===== src/rtl/lsu_ram_master_pkg.sv =====
// Shared types and helpers for the load/store RAM initiator: op codes,
// FSM state encoding and exception codes seen by the consumer.
package lsu_ram_master_pkg;

   typedef enum logic [2:0] {
      LSU_LB  = 3'd0,
      LSU_LBU = 3'd1,
      LSU_LH  = 3'd2,
      LSU_LHU = 3'd3,
      LSU_LW  = 3'd4,
      LSU_SB  = 3'd5,
      LSU_SH  = 3'd6,
      LSU_SW  = 3'd7
   } lsu_op_e;

   typedef enum logic [1:0] {
      LSU_IDLE   = 2'd0,
      LSU_ACCESS = 2'd1,
      LSU_RESP   = 2'd2
   } lsu_state_e;

   localparam logic [4:0] EXC_ADEL = 5'h04;
   localparam logic [4:0] EXC_ADES = 5'h05;

   function automatic logic op_is_store(lsu_op_e op);
      return (op == LSU_SB) || (op == LSU_SH) || (op == LSU_SW);
   endfunction

   function automatic logic op_misaligned(lsu_op_e op, logic [1:0] addr_lo);
      logic mis;
      mis = 1'b0;
      case (op)
         LSU_LH, LSU_LHU, LSU_SH: mis = addr_lo[0];
         LSU_LW, LSU_SW:          mis = (addr_lo != 2'b00);
         default:                 mis = 1'b0;
      endcase
      return mis;
   endfunction

endpackage


===== src/rtl/lsu_lane_align.sv =====
// Byte-lane handling for both directions: store lane select plus replicated
// data, and load byte/half extraction with sign or zero extension.
module lsu_lane_align
   import lsu_ram_master_pkg::*;
(
   input  logic [2:0]  op,
   input  logic [1:0]  addr_lo,
   input  logic [31:0] wdata,
   input  logic [31:0] rdata_raw,
   output logic [3:0]  wsel,
   output logic [31:0] wdata_rep,
   output logic [31:0] rdata_ext
);

   lsu_op_e     op_e;
   logic [7:0]  byte_v;
   logic [15:0] half_v;

   assign op_e = lsu_op_e'(op);

   always_comb begin
      wsel      = 4'b0000;
      wdata_rep = 32'h0;
      case (op_e)
         LSU_SB: begin
            wsel      = 4'b0001 << addr_lo;
            wdata_rep = {4{wdata[7:0]}};
         end
         LSU_SH: begin
            wsel      = addr_lo[1] ? 4'b1100 : 4'b0011;
            wdata_rep = {2{wdata[15:0]}};
         end
         LSU_SW: begin
            wsel      = 4'b1111;
            wdata_rep = wdata;
         end
         default: ;
      endcase
   end

   always_comb begin
      byte_v = rdata_raw[7:0];
      case (addr_lo)
         2'd1:    byte_v = rdata_raw[15:8];
         2'd2:    byte_v = rdata_raw[23:16];
         2'd3:    byte_v = rdata_raw[31:24];
         default: byte_v = rdata_raw[7:0];
      endcase
   end

   assign half_v = addr_lo[1] ? rdata_raw[31:16] : rdata_raw[15:0];

   // Store ops return zero so the response path needs no extra gating.
   always_comb begin
      rdata_ext = 32'h0;
      case (op_e)
         LSU_LB:  rdata_ext = {{24{byte_v[7]}}, byte_v};
         LSU_LBU: rdata_ext = {24'h0, byte_v};
         LSU_LH:  rdata_ext = {{16{half_v[15]}}, half_v};
         LSU_LHU: rdata_ext = {16'h0, half_v};
         LSU_LW:  rdata_ext = rdata_raw;
         default: rdata_ext = 32'h0;
      endcase
   end

endmodule


===== src/rtl/lsu_ram_master.sv =====
// Load/store initiator between the MEM stage and the byte-lane data RAM.
//
// state      | meaning
// LSU_IDLE   | ready for a request; alignment checked on accept
// LSU_ACCESS | RAM signals driven for 1+ACCESS_WAIT cycles, load word sampled on last
// LSU_RESP   | response held until the consumer takes it
module lsu_ram_master
   import lsu_ram_master_pkg::*;
#(
   parameter int unsigned ACCESS_WAIT = 0
)
(
   input  logic        aclk,
   input  logic        aresetn,
   input  logic        req_valid_i,
   output logic        req_ready_o,
   input  logic [2:0]  req_op_i,
   input  logic [31:0] req_addr_i,
   input  logic [31:0] req_wdata_i,
   output logic        resp_valid_o,
   input  logic        resp_ready_i,
   output logic [31:0] resp_rdata_o,
   output logic        resp_adel_o,
   output logic        resp_ades_o,
   output logic [31:0] resp_badvaddr_o,
   output logic        ram_write_enable_o,
   output logic [3:0]  ram_write_select_o,
   output logic [31:0] ram_write_addr_o,
   output logic [31:0] ram_write_data_o,
   output logic [31:0] ram_read_addr_o,
   input  logic [31:0] ram_read_data_i
);

   localparam logic [2:0] WAIT_INIT = 3'(ACCESS_WAIT);

   lsu_state_e  state_q, state_d;
   lsu_op_e     op_q;
   lsu_op_e     req_op;
   logic [1:0]  addr_lo_q;
   logic [31:0] wdata_q;
   logic [29:0] word_addr_q;
   logic [2:0]  wait_cnt_q;
   logic [31:0] rdata_q;
   logic [31:0] badvaddr_q;
   logic        adel_q;
   logic        ades_q;

   logic        req_fire;
   logic        resp_fire;
   logic        req_misaligned;
   logic        access_done;
   logic        store_access;
   logic [3:0]  lane_sel;
   logic [31:0] lane_wdata;
   logic [31:0] lane_rdata;

   assign req_op         = lsu_op_e'(req_op_i);
   assign req_fire       = req_valid_i && (state_q == LSU_IDLE);
   assign resp_fire      = resp_ready_i && (state_q == LSU_RESP);
   assign req_misaligned = op_misaligned(req_op, req_addr_i[1:0]);
   assign access_done    = (wait_cnt_q == 3'd0);
   assign store_access   = (state_q == LSU_ACCESS) && op_is_store(op_q);

   lsu_lane_align u_lane_align (
      .op        (op_q),
      .addr_lo   (addr_lo_q),
      .wdata     (wdata_q),
      .rdata_raw (ram_read_data_i),
      .wsel      (lane_sel),
      .wdata_rep (lane_wdata),
      .rdata_ext (lane_rdata)
   );

   always_ff @(posedge aclk or negedge aresetn) begin
      if (!aresetn) state_q <= LSU_IDLE;
      else          state_q <= state_d;
   end

   always_comb begin
      state_d = state_q;
      case (state_q)
         LSU_IDLE:   if (req_fire) state_d = req_misaligned ? LSU_RESP : LSU_ACCESS;
         LSU_ACCESS: if (access_done) state_d = LSU_RESP;
         LSU_RESP:   if (resp_fire) state_d = LSU_IDLE;
         default:    state_d = LSU_IDLE;
      endcase
   end

   always_ff @(posedge aclk or negedge aresetn) begin
      if (!aresetn) begin
         op_q        <= LSU_LB;
         addr_lo_q   <= 2'b00;
         wdata_q     <= 32'h0;
         word_addr_q <= 30'h0;
         wait_cnt_q  <= 3'd0;
         rdata_q     <= 32'h0;
         badvaddr_q  <= 32'h0;
         adel_q      <= 1'b0;
         ades_q      <= 1'b0;
      end else begin
         if (req_fire) begin
            op_q      <= req_op;
            addr_lo_q <= req_addr_i[1:0];
            wdata_q   <= req_wdata_i;
            if (req_misaligned) begin
               // Faults skip the RAM entirely; the word address keeps its old value.
               adel_q     <= !op_is_store(req_op);
               ades_q     <= op_is_store(req_op);
               badvaddr_q <= req_addr_i;
               rdata_q    <= 32'h0;
            end else begin
               word_addr_q <= req_addr_i[31:2];
               wait_cnt_q  <= WAIT_INIT;
            end
         end
         if (state_q == LSU_ACCESS) begin
            if (access_done) rdata_q    <= lane_rdata;
            else             wait_cnt_q <= wait_cnt_q - 3'd1;
         end
         if (resp_fire) begin
            rdata_q    <= 32'h0;
            badvaddr_q <= 32'h0;
            adel_q     <= 1'b0;
            ades_q     <= 1'b0;
         end
      end
   end

   assign req_ready_o        = (state_q == LSU_IDLE);
   assign resp_valid_o       = (state_q == LSU_RESP);
   assign resp_rdata_o       = rdata_q;
   assign resp_adel_o        = adel_q;
   assign resp_ades_o        = ades_q;
   assign resp_badvaddr_o    = badvaddr_q;
   assign ram_write_enable_o = store_access;
   assign ram_write_select_o = store_access ? lane_sel : 4'b0000;
   assign ram_write_data_o   = store_access ? lane_wdata : 32'h0;
   assign ram_write_addr_o   = {word_addr_q, 2'b00};
   assign ram_read_addr_o    = {word_addr_q, 2'b00};

endmodule


===== config.mk =====
export PLATFORM = sky130hd
export DESIGN_NAME = lsu_ram_master
export DESIGN_NICKNAME = d
export VERILOG_FILES = /design/src/rtl/lsu_ram_master_pkg.sv /design/src/rtl/lsu_lane_align.sv /design/src/rtl/lsu_ram_master.sv
export SDC_FILE = /design/constraint.sdc
export NUM_CORES = 1
export LEC_CHECK = 0
export CORE_MARGIN = 1
export CORE_UTILIZATION = 49
export DETAILED_ROUTE_END_ITERATION = 6
export PLACE_DENSITY_LB_ADDON = 0.2
export SLEW_MARGIN = 20
export SYNTH_ARGS = -nofsm -noshare
export SYNTH_HDL_FRONTEND = slang
export SYNTH_HIERARCHICAL = 1
export SYNTH_SLANG_ARGS = --single-unit

===== constraint.sdc =====
create_clock -name aclk -period 3 [get_ports aclk]
set_clock_uncertainty 0.2 [all_clocks]
set_input_delay 0.75 -clock aclk [delete_from_list [all_inputs] [get_ports aclk]]
set_output_delay 0.75 -clock aclk [all_outputs]
set_load 0.01 [all_outputs]

==> summary.md <==
| Metric | Value |
|---|---|
| Run status | `complete, no violations` |
| Worst VDD drop | `0.6487 mV` |
| Initial antenna violation count | `0` |
| Area Overhead vs Synth | `44.77%` |
| Worst Path Max Fanout | `18` |
| R2R Path End | `resp_rdata_o[10]$_DFF_PN0_` |
| Starting Density | `0.5027` |
| Vias | `6,127` |
| Critical R2R Launch | `addr_lo_q[1]$_DFFE_PN0P_` |
| DRT Wirelength | `20,410 µm` |
| Fraction of layout cells with a size suffix above 1 | `0.1795` |
| Crit path DAT | `1.98 ns` |
| Crit path max-delay cell type | `dfrtp_2` |
| CP Launch Point | `op_q[1]$_DFFE_PN0P_` |
| Clock Latency Late Sink | `0.42 ns` |
| Die area | `15,460 µm²` |
| Ys async rst share | `1.000` |
| Hold Path Class | `in2async` |
| # IOs | `272` |
| Residual DRC | `0` |
| Final net count | `1,017` |
| Syn_area_per_cell | `10.85 µm²` |
| Vias in the first global route | `6,300` |
| Pwr Density | `1048 nW/µm²` |
| Dpl hpwl | `14,310 µm` |
| EDFF count, synth | `0` |
| CTS root buffer | `clkbuf_16` |
| Sequential fraction of the synthesis area | `0.4709` |
| Setup crit start kind | `flop` |
| CP peak stage delay | `0.48 ns` |
| Port Buffers | `267` |
| H-tree levels | `4` |
| Number of max-cap violations | `0` |
| CP Capture Type | `primary output` |
| Drt pass-1 iters | `5` |
| Yosys Warn Count | `6` |
| First-pass GRT wire length | `33,410 µm` |
| Via density | `5.525` |
| TritonCTS Buffers | `17` |
| Mapped Cells | `676` |
| Pin count of the biggest net entering global routing | `59` |
| Setup_tns | `0 ns` |
| Pins Over Slew Limit | `0` |
| GPL Wtd Cong | `0.8681` |
| Worst slack, placed | `0.1844 ns` |
| Worst-margin pin slew | `0.7468 ns` |
| Wire length per cell | `18.40 µm` |
| Die H | `124.3 µm` |
| Fin crit share | `0.9753` |
| R2r setup slk | `0.82 ns` |
| Fillers | `1,019` |
| Final hold violations | `0` |
| Leakage | `4.958 nW` |
| Longest Clk Path Bufs | `2` |
| Post-synth cell types | `50` |
| Grt total ovfl | `0` |
| First DRT Iteration DRCs | `520` |
| Antenna diode count | `0` |
| Reg2reg path depth | `6` |
| Design Power | `11.12 mW` |
| Unrepaired setup endpoints after global routing | `yes` |
| Post-Syn Area | `7333 µm²` |
| F_max | `341.8 MHz` |
| Class of the most critical setup path | `reg2out` |
| Clock slew at reported path FFs | `0.06 ns` |
| Synth Register Bits | `138` |
| Relative slew slack | `0.5010` |
| Routed Antenna Nets | `0` |
| Cell Chain, Critical Path | `buf_4 > o21ai_2 > nor2_2 > buf_4 > buf_16 > and2_1 > dlygate4sd2_1` |
| Hold Slack | `0.09985 ns` |
| Clk sinks | `138` |
| Final setup viols | `0` |
| Rows | `44` |
| Final setup margin | `0.07408 ns` |
| GRT Total Usage | `0.2730` |
| Seq. cell area | `3458 µm²` |
| Multi-input gate area | `3253 µm²` |
| Die width | `124.3 µm` |
| Cts hold-fix bufs | `0` |
| Core Region | `14,590 µm²` |
| Final worst path period need | `2.926 ns` |
| CP Data Required Time | `2.05 ns` |
| Top FF cell, synth | `dfrtp_1` |
| Critical Path Most Common Cell | `buf_4` |
| TritonCTS clock tree | `done` |
-- cell families (layout without fill, tap and decap cells) --
kind of cell             count (synthesis)  in the layout  synth area share
buffers and inverters                  120            366           0.09435
XOR/XNOR                                 1              1          0.001195
adder cells (fa/ha/maj)                  2              2          0.003412
AO/OA/AOI/OAI                          120            120            0.1278
multiplexers                           124            124            0.1836
other                                    1              4         0.0005114
flip-flops                             138            138            0.4709
AND/OR/NAND/NOR                        170            170            0.1182
-- metal layers --
metal | vias to the layer above | global-route usage | part of all wire
met3 | 31 | 0.08119 | 0.082
met2 | 291 | 0.4465 | 0.49
met5 | - | 0 | 0
li1 | 2801 | - | -
met4 | 0 | 0.1006 | 0.025
met1 | 3004 | 0.3410 | 0.41
-- cell type report --
| type | count | area share |
|---|---|---|
| Sequential cell | 138 | 0.3258 |
| Multi-Input combinational cell | 421 | 0.3064 |
| Timing Repair Buffer | 298 | 0.2794 |
| Clock buffer | 21 | 0.04337 |
| Tap cell | 184 | 0.02169 |
| Inverter | 36 | 0.01273 |
| Clock inverter | 11 | 0.01061 |
-- repair_timing --
item | in CTS | in global routing
setup endpoints to repair | 36 | 33
buffers inserted | 6 | 0
pin swaps | 1 | 0
gates resized for setup | 46 | 7
gates cloned | 1 | 0
-- cell usage after synthesis (3+ instances only) --
cell      instances  area [µm²]
a221o_1           6       60.06
mux2i_1          46       460.4
buf_6            11       123.9
inv_1            35       131.4
o21ai_0           6       30.03
dfrtp_1         138        3453
nor3_1            3       15.01
buf_4            37       277.8
o221ai_1          5       43.79
buf_2            15       75.07
a21oi_1          19       95.09
a31o_2            3       26.28
o21ai_1           3       15.01
clkbuf_1         19       71.32
a22oi_1          14       105.1
nor2b_1          10       62.56
a32o_1           32       320.3
mux2_2           74       833.3
a211oi_1          7       52.55
nand2_1          62       232.7
nor2_1           29       108.9
and2_1           48       300.3
nand2b_1          3       18.77
a31oi_1          16       100.1
-- metrics by stage --
| step | area, µm² | instances | utilization |
|---|---|---|---|
| floorplan | 7345 | 679 | - |
| global placement | 9967 | 1070 | 0.6832 |
| detailed placement | 9972 | 1070 | 0.6835 |
| CTS | 10600 | 1109 | 0.7262 |
| global route | 10620 | 1109 | 0.7277 |
| finish | 10620 | 1109 | 0.7277 |
-- flip-flops by register name, indices dropped and copies added (netlist names) --
register / cells
resp_rdata_o: 32
resp_badvaddr_o: 32
op_q: 3
wait_cnt_q: 3
wdata_q: 32
addr_lo_q: 2
word_addr_q: 30
resp_ades_o: 1
resp_adel_o: 1
state_q: 2
-- report_power, final --
group / total [mW] / internal (mW) / switching, mW
combinational: 5.65 / 3.12 / 2.53
clock: 2.01 / 1.20 / 0.817
sequential: 3.46 / 2.74 / 0.719
total: 11.1 / 7.06 / 4.07
-- worst max-delay path: cells and delay by family (launching register included) --
family                 cells  cell delay, ns
buffers and inverters      4            0.74
DFF                        1            0.48
and+or+nand+nor            2            0.21
AOI/OAI and AO/OA          1            0.13
-- cells in the final DEF, fill, tap and decap left out, types with 4 or more instances in the layout --
| cell type | synthesis | routed |
|---|---|---|
| clkbuf_16 | 0 | 17 |
| a31oi_1 | 16 | 16 |
| buf_12 | 0 | 6 |
| mux2i_1 | 46 | 46 |
| mux2_2 | 74 | 74 |
| conb_1 | 1 | 4 |
| o21ai_1 | 3 | 5 |
| a32o_1 | 32 | 32 |
| clkinv_4 | 0 | 5 |
| a22oi_1 | 14 | 11 |
| a221o_1 | 6 | 6 |
| dfrtp_1 | 138 | 134 |
| a211oi_1 | 7 | 7 |
| o221ai_1 | 5 | 5 |
| and2_1 | 48 | 48 |
| inv_1 | 35 | 35 |
| nor2_1 | 29 | 27 |
| a21oi_1 | 19 | 19 |
| clkdlybuf4s50_1 | 0 | 229 |
| nor2b_1 | 10 | 9 |
| buf_4 | 37 | 22 |
| dfrtp_2 | 0 | 4 |
| dlygate4sd2_1 | 0 | 36 |
| nand2_1 | 62 | 62 |
-- worst max-delay path by stage --
stage / slack [ns] / endpoint / depth (start not counted)
CTS: 0.02 / ram_write_enable_o / 6
global route: -0.001 / ram_write_data_o[10] / 7
finish: 0.07 / ram_write_data_o[10] / 7
detailed placement: 0.18 / ram_write_data_o[23] / 6
global placement: 0.16 / resp_rdata_o[24]$_DFF_PN0_ / 5
floorplan: 0.65 / ram_write_data_o[18] / 7
(Power assumes the default switching activity.)
